<file path="config.mk">
export PLATFORM = sky130hd
export DESIGN_NAME = stream_fifo
export DESIGN_NICKNAME = d
export VERILOG_FILES = /design/src/rtl/stream_fifo_pkg.sv /design/src/rtl/stream_fifo_mem.sv /design/src/rtl/stream_fifo.sv
export SDC_FILE = /design/constraint.sdc
export NUM_CORES = 1
export LEC_CHECK = 0
export ABC_AREA = 1
export CAP_MARGIN = 15
export CORE_ASPECT_RATIO = 0.75
export CORE_MARGIN = 1.5
export CORE_UTILIZATION = 55
export CTS_BUF_LIST = sky130_fd_sc_hd__clkbuf_8 sky130_fd_sc_hd__clkbuf_16
export DETAILED_ROUTE_END_ITERATION = 10
export PLACE_DENSITY = 0.75
export SYNTH_ARGS = -nofsm -noshare
export SYNTH_HDL_FRONTEND = slang
export SYNTH_SLANG_ARGS = --single-unit
</file>
<file path="constraint.sdc">
create_clock -name clk -period 3 [get_ports clk]
set_input_delay 0.6 -clock clk [delete_from_list [all_inputs] [get_ports clk]]
set_output_delay 0.6 -clock clk [all_outputs]
set_load 0.005 [all_outputs]
</file>
<file path="src/rtl/stream_fifo_pkg.sv">
// Shared constants, pointer-width helper and default pointer type for stream_fifo.
package stream_fifo_pkg;

    localparam int unsigned DEF_DATA_WIDTH = 32;
    localparam int unsigned DEF_DEPTH      = 16;
    localparam int unsigned DEF_AF_THRESH  = 12;

    // One extra MSB beyond the index bits separates full from empty.
    function automatic int unsigned ptr_width(input int unsigned depth);
        return $clog2(depth) + 1;
    endfunction

    localparam int unsigned DEF_PTR_W = ptr_width(DEF_DEPTH);

    typedef logic [DEF_PTR_W-1:0] fifo_ptr_t;

endpackage

</file>
<file path="src/rtl/stream_fifo_mem.sv">
// Register-array storage for stream_fifo: one clocked write port, one asynchronous read port.
module stream_fifo_mem
    import stream_fifo_pkg::*;
#(
    parameter int unsigned DATA_WIDTH = DEF_DATA_WIDTH,
    parameter int unsigned DEPTH      = DEF_DEPTH
) (
    input  logic                       clk,
    input  logic                       i_we,
    input  logic [$clog2(DEPTH)-1:0]   i_waddr,
    input  logic [DATA_WIDTH-1:0]      i_wdata,
    input  logic [$clog2(DEPTH)-1:0]   i_raddr,
    output logic [DATA_WIDTH-1:0]      o_rdata
);

    logic [DATA_WIDTH-1:0] r_mem [DEPTH];

    // Storage is intentionally not reset; the pointers define validity.
    always_ff @(posedge clk) begin
        if (i_we) begin
            r_mem[i_waddr] <= i_wdata;
        end
    end

    assign o_rdata = r_mem[i_raddr];

endmodule

</file>
<file path="src/rtl/stream_fifo.sv">
// First-word fall-through valid/ready FIFO with registered count and flags.
// Optional almost_full output enabled by defining STREAM_FIFO_ALMOST_FULL_EN.
module stream_fifo
    import stream_fifo_pkg::*;
#(
    parameter int unsigned FIFO_DATA_WIDTH = DEF_DATA_WIDTH,
    parameter int unsigned FIFO_DEPTH      = DEF_DEPTH,
    parameter int unsigned FIFO_AF_THRESH  = DEF_AF_THRESH
) (
    input  logic                          clk,
    input  logic                          reset,
    input  logic                          s_valid,
    input  logic [FIFO_DATA_WIDTH-1:0]    s_data,
    output logic                          s_ready,
    output logic                          m_valid,
    output logic [FIFO_DATA_WIDTH-1:0]    m_data,
    input  logic                          m_ready,
    output logic [$clog2(FIFO_DEPTH):0]   count
`ifdef STREAM_FIFO_ALMOST_FULL_EN
    ,
    output logic                          almost_full
`endif
);

    localparam int unsigned PTR_W = ptr_width(FIFO_DEPTH);
    localparam int unsigned AW    = PTR_W - 1;

    if (FIFO_DEPTH < 2 || (FIFO_DEPTH & (FIFO_DEPTH - 1)) != 0) begin : g_bad_depth
        $error("stream_fifo: FIFO_DEPTH must be a power of two >= 2");
    end
    if (FIFO_AF_THRESH < 1 || FIFO_AF_THRESH > FIFO_DEPTH) begin : g_bad_thresh
        $error("stream_fifo: FIFO_AF_THRESH must be in 1..FIFO_DEPTH");
    end

    logic [PTR_W-1:0] r_wr_ptr;
    logic [PTR_W-1:0] r_rd_ptr;
    logic [PTR_W-1:0] r_count;
    logic             r_s_ready;
    logic             r_m_valid;

    logic [PTR_W-1:0] w_wr_ptr_nxt;
    logic [PTR_W-1:0] w_rd_ptr_nxt;
    logic [PTR_W-1:0] w_count_nxt;
    logic             w_full_nxt;
    logic             w_empty_nxt;
    logic             w_push;
    logic             w_pop;

    assign w_push = s_valid && r_s_ready;
    assign w_pop  = r_m_valid && m_ready;

    // Next pointers/count; flags are derived from next pointers so they can be registered.
    always_comb begin
        w_wr_ptr_nxt = r_wr_ptr + PTR_W'(w_push);
        w_rd_ptr_nxt = r_rd_ptr + PTR_W'(w_pop);
        w_count_nxt  = r_count;
        if (w_push && !w_pop) begin
            w_count_nxt = r_count + PTR_W'(1);
        end else if (w_pop && !w_push) begin
            w_count_nxt = r_count - PTR_W'(1);
        end
        w_empty_nxt = (w_wr_ptr_nxt == w_rd_ptr_nxt);
        w_full_nxt  = (w_wr_ptr_nxt[AW-1:0] == w_rd_ptr_nxt[AW-1:0]) &&
                      (w_wr_ptr_nxt[AW] != w_rd_ptr_nxt[AW]);
    end

    always_ff @(posedge clk) begin
        if (reset) begin
            r_wr_ptr  <= '0;
            r_rd_ptr  <= '0;
            r_count   <= '0;
            r_s_ready <= 1'b1;
            r_m_valid <= 1'b0;
        end else begin
            r_wr_ptr  <= w_wr_ptr_nxt;
            r_rd_ptr  <= w_rd_ptr_nxt;
            r_count   <= w_count_nxt;
            r_s_ready <= !w_full_nxt;
            r_m_valid <= !w_empty_nxt;
        end
    end

    stream_fifo_mem #(
        .DATA_WIDTH (FIFO_DATA_WIDTH),
        .DEPTH      (FIFO_DEPTH)
    ) u_mem (
        .clk     (clk),
        .i_we    (w_push),
        .i_waddr (r_wr_ptr[AW-1:0]),
        .i_wdata (s_data),
        .i_raddr (r_rd_ptr[AW-1:0]),
        .o_rdata (m_data)
    );

    assign s_ready = r_s_ready;
    assign m_valid = r_m_valid;
    assign count   = r_count;

`ifdef STREAM_FIFO_ALMOST_FULL_EN
    logic r_almost_full;

    always_ff @(posedge clk) begin
        if (reset) begin
            r_almost_full <= 1'b0;
        end else begin
            r_almost_full <= (w_count_nxt >= PTR_W'(FIFO_AF_THRESH));
        end
    end

    assign almost_full = r_almost_full;
`endif

endmodule

</file>
Word level (Yosys, flattened, before mapping) --
Memory sizes are Yosys's and may differ from the RTL's. A register that Yosys moved wholly into a read port is not among the register bits. Cells that the tools add are included.
Word-level totals: flip-flop bits (word level) 17, memory bits (writable) 512, input bits 36, output and inout port bits 39, memories 1
Memory list:
- u_mem.r_mem | words 16, width 32, rd ports 1, clocked after Yosys merged registers in 1, wr ports 1, line stream_fifo_mem.sv:16 | logic [DATA_WIDTH-1:0] r_mem [DEPTH];
Cells by class: add/sub/neg operators 4, equal/unequal tests 3, multiplexer cells 5, reductions and logical operators 10
Operator list (number):
- $add A5 B1 Y5 | 2
- $mux W5 | 2
- $add A5 B1 Y5 const B | 1
- $eq A5 B5 Y1 | 1
- $logic_and A1 B1 Y1 | 5
- $sub A5 B1 Y5 const B | 1
- $eq A4 B4 Y1 | 1
- $logic_not A1 Y1 | 4
- $mux W4 | 1
- $mux W1 | 2
- $reduce_bool A2 Y1 | 1
- $ne A1 B1 Y1 | 1

Depth between registers and ports, before layout --
depth after elaboration 5, depth in mapped cells 13, mapped depth without buffers 13

Cells and area by module --
A second synthesis with hierarchy kept.
Unflattened totals: cells, all modules 2235, area, all modules 23065.9 um2
By module, submodules not included:
- stream_fifo_mem | times used 1, cells an instance 2088, area each 22089.9 um2
- stream_fifo | times used 1, cells an instance 147, area each 975.9 um2

Worst setup path after synthesis --
No wires, ideal clock.
path type input-to-reg, from input port s_valid, to memory u_mem.r_mem[4][0] (netlist name) (enable), setup time 0.421 ns, arrival 2.310 ns, setup slack 0.269 ns, cell stages on the path 4, buffers on the path 0, cells stage by stage nand2_1 > nor3_1 > inv_1 > nor2_1
On the way: longest elaborated chain between the ends 3
Ends and longest elaborated chain:
- start: declaration | line stream_fifo.sv:12 | input logic s_valid,
- $logic_and A1 B1 Y1 | line stream_fifo.sv:49 | assign w_push = s_valid && r_s_ready;
- $mux W1 | line stream_fifo_mem.sv:20 | if (i_we) begin
- $mux W1 (implied by the code) | line stream_fifo_mem.sv:21 | r_mem[i_waddr] <= i_wdata;
- end: declaration | line stream_fifo_mem.sv:16
No other way between the ends.

==> summary.txt <==
Avg WL per Cell -> 23.0 um
Sequential share of power -> 52.5%
Clock Skews -> 25.9 ps
Global-route wire length before repair -> 75.5 mm
DR vias -> 13.9k
Internal -> 12.0 mW
Fin. Hold Viols -> 0
Total negative slack -> -427 ps
Layout cells sized above 1 -> 12.1%
Syn_nets -> 1656
Pwr dens -> 631 nW/um^2
Core box area -> 37200 um^2
Pin count of the biggest net entering global routing -> 60
Fillers -> 2545
Congestion Overflow GR -> 0
Vias per inst -> 6.11
Min Tclk post-route -> 3100 ps
CP endpoint kind -> output pin
Worst slack, placed -> 275 ps
Endpoints failing setup -> 9
Die Footprint -> 39100 um^2
Slowest Stage Delay on Critical Path -> 460 ps
Critical path, cell by cell -> buf_8, clkinv_8, buf_16, o21ai_0, o211ai_1, nand3_1, nand3_1, clkdlybuf4s50_1
Clock Tree Root -> clkbuf_16
Total clock sinks -> 529
Max-cap violations -> 0
Chip Width -> 228 um
Final Core Density -> 66.8%
H-tree depth -> 2
Syn_area_per_cell -> 13.0 um^2
1st-iter DRT viols -> 1976
Share of the synthesized area in the top cell type -> 73.6%
DP Cell Count -> 2144
Global placer's final weighted congestion -> 0.791
Worst setup SP type -> flip-flop
GRT Resource Usage Total -> 25.3%
Slew headroom -> 56.0%
Clock transition at the registers of the reported paths -> 60 ps
Fin nets -> 1783
Req. time, crit path -> 2400 ps
Pre-Repair DR Iteration Count -> 6
Synth cell count leaders -> edfxtp_1, nor2_1, o21ai_0
Switching share of power -> 23.4%
CTS buffer count -> 48
Slew Limit Fails -> 0
Period utilization -> 103%
CP arrival -> 2500 ps
Part of the power in combinational logic -> 11.5%
Worst path most repeated cell -> nand3_1
Vias in the first global route -> 13.2k
Failing checks -> negative setup slack
Num ports -> 75
Synth Flop Type -> edfxtp_1
Met3 Use GR -> 3.88%
Power share of the clock group -> 36.0%
CTS Hold Bufs -> 0
Total power -> 15.7 mW
Synth Register Bits -> 529
Routed WL -> 52.5 mm
Hold crit path type -> reg2reg
Global Route met1 Usage -> 35.2%
Register area -> 15700 um^2
Max IR drop VDD -> 0.000443 V
CTS tree -> done
Register area share after synthesis -> 75.3%
Synth Instances -> 1611
PortBufs -> 74
Outcome -> finished with violations
Fmax -> 322 MHz
Detail Placement HPWL -> 26.0 mm
Worst-Margin Slew -> 658 ps
Critical-path top delay cell -> clkdlybuf4s50_1
Busiest grt layer -> met2
Synth cell types -> 24
RSZ-0062 raised after global routing -> yes
CP bufs+invs -> 4
Non-Filler Instances -> 2282
Met2 Use GR -> 42.1%
Setup CP Type -> reg2out
Final ANT Viol Nets -> 0
Site Rows -> 61
Final Cell Area -> 24900 um^2
Ys async rst share -> 0%
Worst-Skew Late Latency -> 580 ps
Drc violations -> 0
Die height -> 172 um
Ranking of synthesized cells by area -> edfxtp_1, nor2_1, o21ai_0, o211ai_1, nand2_1
Pleak -> 8.50 nW
Post-Syn Area -> 20900 um^2
Most frequent cell after synthesis -> edfxtp_1
Clock tree buffer depth -> 3
Yosys warnings -> 0
Syn-to-layout area delta -> 19.2%
Post-synth EDFFs -> 512
Initial antenna violation count -> 2
CP top delay family -> buffers and inverters
Multi-input gate area -> 4760 um^2
Sw power -> 3.68 mW
Hold slack final -> 507 ps
Post-Place Cell Area -> 22500 um^2
Worst Path Max Fanout -> 40
Final worst setup slack -> -102 ps
Initial Utilization -> 56.1%
Area leader, netlist -> edfxtp_1
-- layer usage --
metal	part of all wire [%]	up-vias
li1	-	6176
met1	41	6833
met2	48	842
met3	9.8	81
met4	2.0	0
met5	0	-
-- kinds of logic after synthesis --
| kind of cell | Yosys count | synth area share, % |
|---|---|---|
| flops | 529 | 75.3 |
| xor+xnor | 6 | 0.252 |
| simple gates | 540 | 10.2 |
| fa+ha+maj | 9 | 0.575 |
| compound gates | 396 | 10.7 |
| buf+inv | 131 | 3.06 |
-- power groups by stage --
stage	clock network, mW	logic, mW	registers, mW
after floorplan	0	0.834	8.39
after global placement	0	1.39	8.40
after detailed placement	0	1.43	8.41
after CTS	5.69	1.56	8.24
after global routing	5.98	1.96	8.25
final	5.65	1.81	8.24
-- state kept, by name, indices dropped and copies added, names as in the netlist --
signal / count
u_mem.r_mem: 512
count: 5
r_rd_ptr: 5
r_wr_ptr: 5
m_valid: 1
s_ready: 1
-- worst paths after layout --
kind | from | to | slack (ps) | cells after the start
max reg2reg | r_rd_ptr[0] | m_valid | 850 | 15
min reg2reg | count[4] | count[4] | 510 | 2
min | count[4] | count[4] | 510 | 2
max | r_rd_ptr[0] | m_data[9] | -100 | 8
-- layout by cell type (no fill, tap or decap), drive strengths merged, types with 6 or more instances in the layout --
master,netlist,routed
edfxtp,512,512
nor2,353,353
o21ai,261,261
nand2,110,110
buf,41,91
nand3,74,74
o211ai,65,65
o22ai,64,64
clkbuf,59,63
clkdlybuf4s50,0,47
inv,29,45
clkinv,2,25
dfxtp,17,17
dlygate4sd2,0,14
ha,8,8
dlymetal6s2s,0,8
a21oi,6,6
-- worst reg2reg max path: stages, from the launching register on --
cell     delay (ps)
dfxtp_4         420
buf_4           140
buf_8           130
buf_6           140
buf_4           120
ha_1            210
ha_1            240
inv_1            80
nand2_1          70
nand2_1          70
nand2_1          70
nand3_1          60
nor2_1           80
nand3_1         100
nand2_1          70
nand2_1          50
-- repair_timing --
| action | 4_1_cts | 5_1_grt |
|---|---|---|
| buffers inserted | 12 | 19 |
| resized for setup | 50 | 71 |
| cloned | 5 | 12 |
| pin swaps | 11 | 19 |
| setup endpoints to repair | 32 | 20 |
-- final cells by class --
type	count	share of cell area, %
clock buffer	50	4.98
antenna	1	0.0101
inverter	31	0.518
timing repair inverter	1	0.0352
tap	504	2.53
timing repair buffer	176	8.81
clock inverter	39	0.785
sequential	529	63.2
multi-input combinational	951	19.1
Note: power is estimated with default switching activity, not from simulation.
